File: src/rtl/inst_prefetch_queue.sv
// Instruction prefetch queue.
//
// Fetches sequential instruction words from memory, keeping at most one request in
// flight, and buffers the responses in a DEPTH-entry FIFO for the decode stage.
// A redirect flushes the queue, restarts fetching at the new (word-aligned) address,
// and marks any in-flight response so that it is dropped when it arrives.
//
// Optional feature macro: PREFETCH_PERF_EN enables the two performance counters;
// without it perf_fetched/perf_flushed are tied to zero and no counter flops exist.
//
// Ports:
//   clk, rst       clock and synchronous active-high reset
//   redirect       flush queue and restart fetch at redirect_pc
//   redirect_pc    new fetch address (low two bits ignored)
//   stall          decode not accepting the head instruction this cycle
//   mem_req        fetch request valid (accepted in the cycle it is high)
//   mem_addr       fetch word address
//   mem_rvalid     fetch response valid
//   mem_rdata      fetch response word
//   inst, inst_pc  head instruction and its address (nop / fetch_pc when empty)
//   inst_status    2'b10 head valid, 2'b01 flushing, 2'b00 empty
//   perf_fetched   responses pushed into the queue
//   perf_flushed   redirects taken
module inst_prefetch_queue #(
    parameter logic [31:0] START_ADDR = 32'h1000,
    parameter int unsigned DEPTH      = 4
) (
    input  logic        clk,
    input  logic        rst,
    input  logic        redirect,
    input  logic [31:0] redirect_pc,
    input  logic        stall,
    output logic        mem_req,
    output logic [31:0] mem_addr,
    input  logic        mem_rvalid,
    input  logic [31:0] mem_rdata,
    output logic [31:0] inst,
    output logic [31:0] inst_pc,
    output logic [1:0]  inst_status,
    output logic [31:0] perf_fetched,
    output logic [31:0] perf_flushed
);

    localparam int unsigned PW = $clog2(DEPTH);
    localparam int unsigned CW = $clog2(DEPTH + 1);

    logic [31:0]   fetch_pc_q;
    logic [31:0]   req_addr_q;
    logic          outstanding_q;
    logic          discard_q;
    logic [CW-1:0] count_q;
    logic [PW-1:0] wr_ptr_q;
    logic [PW-1:0] rd_ptr_q;
    logic [63:0]   mem_q [DEPTH];

    logic push;
    logic pop;
    logic resp;
    logic head_valid;
    logic unused_redirect_bits;

    assign unused_redirect_bits = ^redirect_pc[1:0];

    assign head_valid = (count_q != '0);
    // A response is only meaningful while a request is outstanding.
    assign resp = mem_rvalid && outstanding_q;
    assign push = resp && !discard_q && !redirect;
    assign pop  = head_valid && !stall && !redirect;

    // The pending slot is reserved at issue time, so a push can never find the queue full.
    assign mem_req  = !rst && !outstanding_q && !redirect && (count_q < CW'(DEPTH));
    assign mem_addr = fetch_pc_q;

    always_comb begin
        inst        = 32'h0;
        inst_pc     = fetch_pc_q;
        inst_status = 2'b00;
        if (!rst) begin
            if (head_valid) begin
                inst        = mem_q[rd_ptr_q][63:32];
                inst_pc     = mem_q[rd_ptr_q][31:0];
                inst_status = 2'b10;
            end else if (discard_q) begin
                inst_status = 2'b01;
            end
        end
    end

    always_ff @(posedge clk) begin
        if (rst) begin
            fetch_pc_q    <= START_ADDR;
            req_addr_q    <= START_ADDR;
            outstanding_q <= 1'b0;
            discard_q     <= 1'b0;
            count_q       <= '0;
            wr_ptr_q      <= '0;
            rd_ptr_q      <= '0;
        end else if (redirect) begin
            fetch_pc_q <= {redirect_pc[31:2], 2'b00};
            count_q    <= '0;
            wr_ptr_q   <= '0;
            rd_ptr_q   <= '0;
            if (resp) begin
                // The in-flight response lands now and is dropped immediately.
                outstanding_q <= 1'b0;
                discard_q     <= 1'b0;
            end else if (outstanding_q) begin
                discard_q <= 1'b1;
            end
        end else begin
            if (resp) begin
                outstanding_q <= 1'b0;
                discard_q     <= 1'b0;
            end
            if (mem_req) begin
                outstanding_q <= 1'b1;
                req_addr_q    <= fetch_pc_q;
                fetch_pc_q    <= fetch_pc_q + 32'd4;
            end
            if (push) begin
                wr_ptr_q <= wr_ptr_q + PW'(1);
            end
            if (pop) begin
                rd_ptr_q <= rd_ptr_q + PW'(1);
            end
            unique case ({push, pop})
                2'b10:   count_q <= count_q + CW'(1);
                2'b01:   count_q <= count_q - CW'(1);
                default: count_q <= count_q;
            endcase
        end
    end

    // Queue storage needs no reset; count and pointers qualify its contents.
    always_ff @(posedge clk) begin
        if (push && !rst) begin
            mem_q[wr_ptr_q] <= {mem_rdata, req_addr_q};
        end
    end

`ifdef PREFETCH_PERF_EN
    logic [31:0] perf_fetched_q;
    logic [31:0] perf_flushed_q;

    always_ff @(posedge clk) begin
        if (rst) begin
            perf_fetched_q <= '0;
            perf_flushed_q <= '0;
        end else begin
            if (push) begin
                perf_fetched_q <= perf_fetched_q + 32'd1;
            end
            if (redirect) begin
                perf_flushed_q <= perf_flushed_q + 32'd1;
            end
        end
    end

    assign perf_fetched = rst ? 32'h0 : perf_fetched_q;
    assign perf_flushed = rst ? 32'h0 : perf_flushed_q;
`else
    assign perf_fetched = 32'h0;
    assign perf_flushed = 32'h0;
`endif

endmodule

File: config.mk
export PLATFORM = sky130hd
export DESIGN_NAME = inst_prefetch_queue
export DESIGN_NICKNAME = d
export VERILOG_FILES = /design/src/rtl/inst_prefetch_queue.sv
export SDC_FILE = /design/constraint.sdc
export NUM_CORES = 1
export LEC_CHECK = 0
export BUFFER_PORTS_ARGS = -buffer_cell sky130_fd_sc_hd__buf_4
export CAP_MARGIN = 20
export CORE_MARGIN = 5
export CORE_UTILIZATION = 40
export DETAILED_ROUTE_END_ITERATION = 16
export PLACE_DENSITY = 0.61
export SLEW_MARGIN = 20
export SYNTH_ARGS = -nofsm -noshare
export SYNTH_HDL_FRONTEND = slang
export SYNTH_SLANG_ARGS = --single-unit
File: constraint.sdc
create_clock -name clk -period 3.3 [get_ports clk]
set_input_delay 0.495 -clock clk [delete_from_list [all_inputs] [get_ports clk]]
set_output_delay 0.495 -clock clk [all_outputs]
set_load 0.02 [all_outputs]
* Word-level counts from Yosys, hierarchy flattened
Memory sizes are Yosys's and may differ from the RTL's. A register that Yosys moved wholly into a read port is not among the register bits.
Index checks and enable logic that the tools add are counted.
** Word-level totals
- Register bits :: 73
- RAM bits :: 256
- Logic and storage cells :: 61
- Memories kept :: 1
** Memory list
- mem_q :: words 4, bits a word 64, rd ports 1, clocked after memory_dff 1, wr ports 1, line 54 : logic [63:0] mem_q [DEPTH];
** Cells by class
- Add/sub/neg operators :: 5
- Magnitude comparators :: 1
- Equality and inequality tests :: 2
- Muxes and demuxes :: 21
- Bitwise gates (word level) :: 1
- Reduce and logical (&&, ||, !) cells :: 22
** Operator list (count)
- $mux W32 :: 6
- $add A32 B3 Y32 const B :: 1
- $mux W1 :: 10
- $logic_and A1 B1 Y1 :: 9
- $mux W2 :: 4
- $reduce_bool A2 Y1 :: 4
- $pmux W3 S2 :: 1
- $logic_not A1 Y1 :: 5
- $add A2 B1 Y2 const B :: 2
- $reduce_and A2 Y1 :: 2
- $add A3 B1 Y3 const B :: 1
- $lt A3 B3 Y1 const B :: 1
- $reduce_bool A3 Y1 :: 1
- $sub A3 B1 Y3 const B :: 1
- $eq A2 B1 Y1 const B :: 1
- $eq A2 B2 Y1 const B :: 1
- $reduce_or A2 Y1 :: 1
- $not A1 Y1 :: 1

* Logic depth before layout (Yosys ltp)
- Word-level depth :: 6
- Mapped depth :: 10
- Mapped depth without buffers :: 9

* Worst setup path after synthesis
No wires, ideal clock.
- Path type :: in2reg
- From :: input redirect
- To :: memory mem_q[0][10], enable pin
- Setup time :: 0.427 ns
- Arrival :: 2.721 ns
- Data required time :: 2.873 ns
- Slack :: 0.152 ns
- Stages :: 3
- Buffers on the path :: 1
- Cell sequence :: clkbuf_1 -> nor3_1 -> and3_1
** On the way
- Cells in the longest elaborated chain, start to end :: 5
** Ends and longest elaborated chain
- start, declared :: line 30 : input logic redirect,
- $logic_not A1 Y1 :: line 67 : assign push = resp && !discard_q && !redirect;
- $logic_and A1 B1 Y1 :: line 67
- $logic_and A1 B1 Y1 :: line 136 : if (push && !rst) begin
- $mux W1 :: line 136
- $mux W1 (implied by the code) :: line 137 : mem_q[wr_ptr_q] <= {mem_rdata, req_addr_q};
- end, declared :: line 54
No other way between the ends.

* Final worst setup path
- From :: register count_q[0]
- To :: output inst_pc[24]
** On the way
- Cells in the longest elaborated chain, start to end :: 3
** Ends and longest elaborated chain
- start, declared :: line 51 : logic [CW-1:0] count_q;
- start signal, assigned :: line 127 : 2'b10: count_q <= count_q + CW'(1);
- start signal, assigned :: line 128 : 2'b01: count_q <= count_q - CW'(1);
- start signal, assigned :: line 129 : default: count_q <= count_q;
- $reduce_bool A3 Y1 :: line 64 : assign head_valid = (count_q != '0);
- $mux W32 :: line 79 : if (head_valid) begin
- $mux W32 :: line 78 : if (!rst) begin
- end, declared :: line 38 : output logic [31:0] inst_pc,
No other way between the ends.

==> out/qor.csv <==
metric,value,unit
Clock Latency Late Sink,0.52,ns
HP Class,in2reg,
antenna cells,0,
post-CTS resize count,0,
grt ovf,0,
Yosys top cell area share,55.3,%
Synth Register Bits,319,
Tot Pwr,0.00932,W
placement row count,67,
hold buffers post-CTS,0,
final net count,1153,
DRT iter0 DRCs,498,
die area,37400,um^2
slew margin rel.,37.2,%
Port Buf Inserts,161,
Worst-Margin Slew,0.934,ns
most frequent cells after synthesis,"248 x edfxtp_1, 84 x nand2_1, 71 x dfxtp_1",
CP arrival,2.48,ns
starting utilization of the core area,40.3,%
most instantiated library cell after synthesis,edfxtp_1,
hold worst-path end,mem_q[0][62]$_DFFE_PP_,
largest cells by area after synthesis,"edfxtp_1 55%, dfxtp_1 11%, mux4_2 10%, buf_4 3.8%, nand2_1 2.3%",
Mean Syn Cell Area,14.9,um^2
vias in the first global route,8065,
final setup violation count,0,
crit path kind,reg2out,
Final Max Tran Viols,0,
Async SR Flop Fraction,0,%
gpl congestion,0.784,
Critical Path Fanout Max,20,
sequential area share after synthesis,65.9,%
Hold Crit Depth,1,
flop2flop setup slack,1.06,ns
P&R area growth vs syn,21.7,%
most used flip-flop cell after synthesis,edfxtp_1,
HP Start,mem_rdata[30],
DRC viols,0,
Core ar.,33400,um^2
Setup crit start,count_q[0]$_SDFFE_PP0P_,
first-pass GRT wire length,48.6,mm
Die Span Y,193,um
cell count after synthesis,901,
total negative slack,0,ns
worst r2r path cells,9,
largest net degree at the start of global routing,41,
vias per cell,5.06,
TritonCTS buffer count,37,
Worst-path clk slew,0.06,ns
GRT Overall Usage,16.5,%
initial antenna violation count,1,
Critical Path Source Type,flop,
Mapped Area,13500,um^2
Yosys cell types,59,
vias,7869,
P per Cell Area,569,nW/um^2
max cap viols,0,
Leak Pwr,5.81,nW
VDD IR max,0.295,mV
Boundary Pins,232,
CP Capture Type,output port,
DRT Wirelength,31.4,mm
Die Wd,193,um
Final HPWL DP,20.7,mm
Tmin final,2.98,ns
reg-to-reg startpoint,count_q[0]$_SDFFE_PP0P_,
antenna-violating nets left,0,
Max clock buf depth,3,
Syn. warnings,0,
H-tree Lvls,2,
Wirelength per Cell,20.2,um
Final Hold Viols,0,
TritonCTS clock tree,built,
Pre-antenna DRT Iters,7,
Tcrit/Tclk final,90.3,%
status,finished clean,
"area leader, netlist",edfxtp_1,
Setup Buffers After CTS,0,
Root Buffer,clkbuf_16,
max frequency,336,MHz
r2r endpoint,count_q[2]$_SDFFE_PP0P_,
clock sink count,319,
share of layout cells above drive strength 1,31.9,%
RSZ-0062 raised after global routing,no,
WP data required,2.80,ns
Setup Skew,0.0120,ns
"Core Util, Final",49.1,%
Post-synth EDFFs,248,
==> metrics by stage <==
stage                     cells  cell area [um^2]  setup WS (ns)  hold WS (ns)
after detailed placement   1486             15100          0.587         0.490
after global routing       1554             16400          0.206         0.159
final                      1554             16400          0.321         0.179
after CTS                  1554             16400          0.300         0.162
after floorplan             968             13700          0.152         0.454
after global placement     1486             15100          0.643         0.475
==> area by class of cell <==
class | count | area (um^2)
Tap cell | 448 | 561
Clock buffer | 47 | 1030
Clock inverter | 21 | 289
Timing Repair Buffer | 190 | 1490
Inverter | 13 | 48.8
Multi-Input combinational cell | 516 | 4090
Fill cell | 2897 | 17000
Sequential cell | 319 | 8880
==> cell usage in the layout (no fill, tap or decap), drive strengths merged, types with 12 or more instances in the layout <==
master,count
a21oi,37
and2,35
buf,190
clkbuf,47
clkinv,12
conb,68
dfxtp,71
edfxtp,248
inv,14
mux2,27
mux4,62
nand2,84
nand3,16
nor2,34
nor3,12
o21ai,16
==> cell families (layout without fill, tap and decap cells) <==
logic type	Yosys count	count (layout)	synth area share [%]
XOR/XNOR	15	15	0.976
multiplexers	91	91	12.8
flip-flops	319	319	65.9
AO/OA/AOI/OAI	96	96	4.55
AND/OR/NAND/NOR	239	239	9.31
adder cells (fa/ha/maj)	7	7	0.707
buffers and inverters	133	271	5.76
other	1	68	0.0279
==> sequential cells by signal, indices dropped and copies added, names as in the netlist, named ones only <==
name           cells
count_q            3
discard_q          1
mem_addr          30
mem_q            248
outstanding_q      1
rd_ptr_q           2
req_addr_q        30
wr_ptr_q           2
==> per-layer routing <==
layer	vias to the layer above	global-route usage [%]	part of all wire [%]
met2	256	27.2	49
li1	3651	-	-
met1	3911	22.8	43
met4	2	3.93	1.9
met3	49	3.27	6.1
met5	-	0	0.022
==> worst max path at each step <==
stage	to	slack, ns	cells after the start
floorplan	mem_q[0][10]$_DFFE_PP_	0.15	3
global placement	inst_pc[28]	0.64	5
CTS	inst_pc[24]	0.30	6
finish	inst_pc[24]	0.32	6
detailed placement	inst_pc[24]	0.59	5
global route	inst[8]	0.21	5
==> power breakdown <==
part           leakage (nW)  switching, W  internal [W]
sequential             2.90     0.0000900       0.00436
clock                 0.641       0.00158       0.00276
combinational          2.27      0.000328      0.000203
total                  5.81       0.00200       0.00732
==> critical path, cell delays in order, from the launching register on <==
cell and delay (ns):
dfxtp_1 0.38, nor3_1 0.07, buf_4 0.16, nor2_4 0.46
buf_4 0.36, mux2_2 0.37, buf_4 0.16
Power figures use the tool's default switching activity.
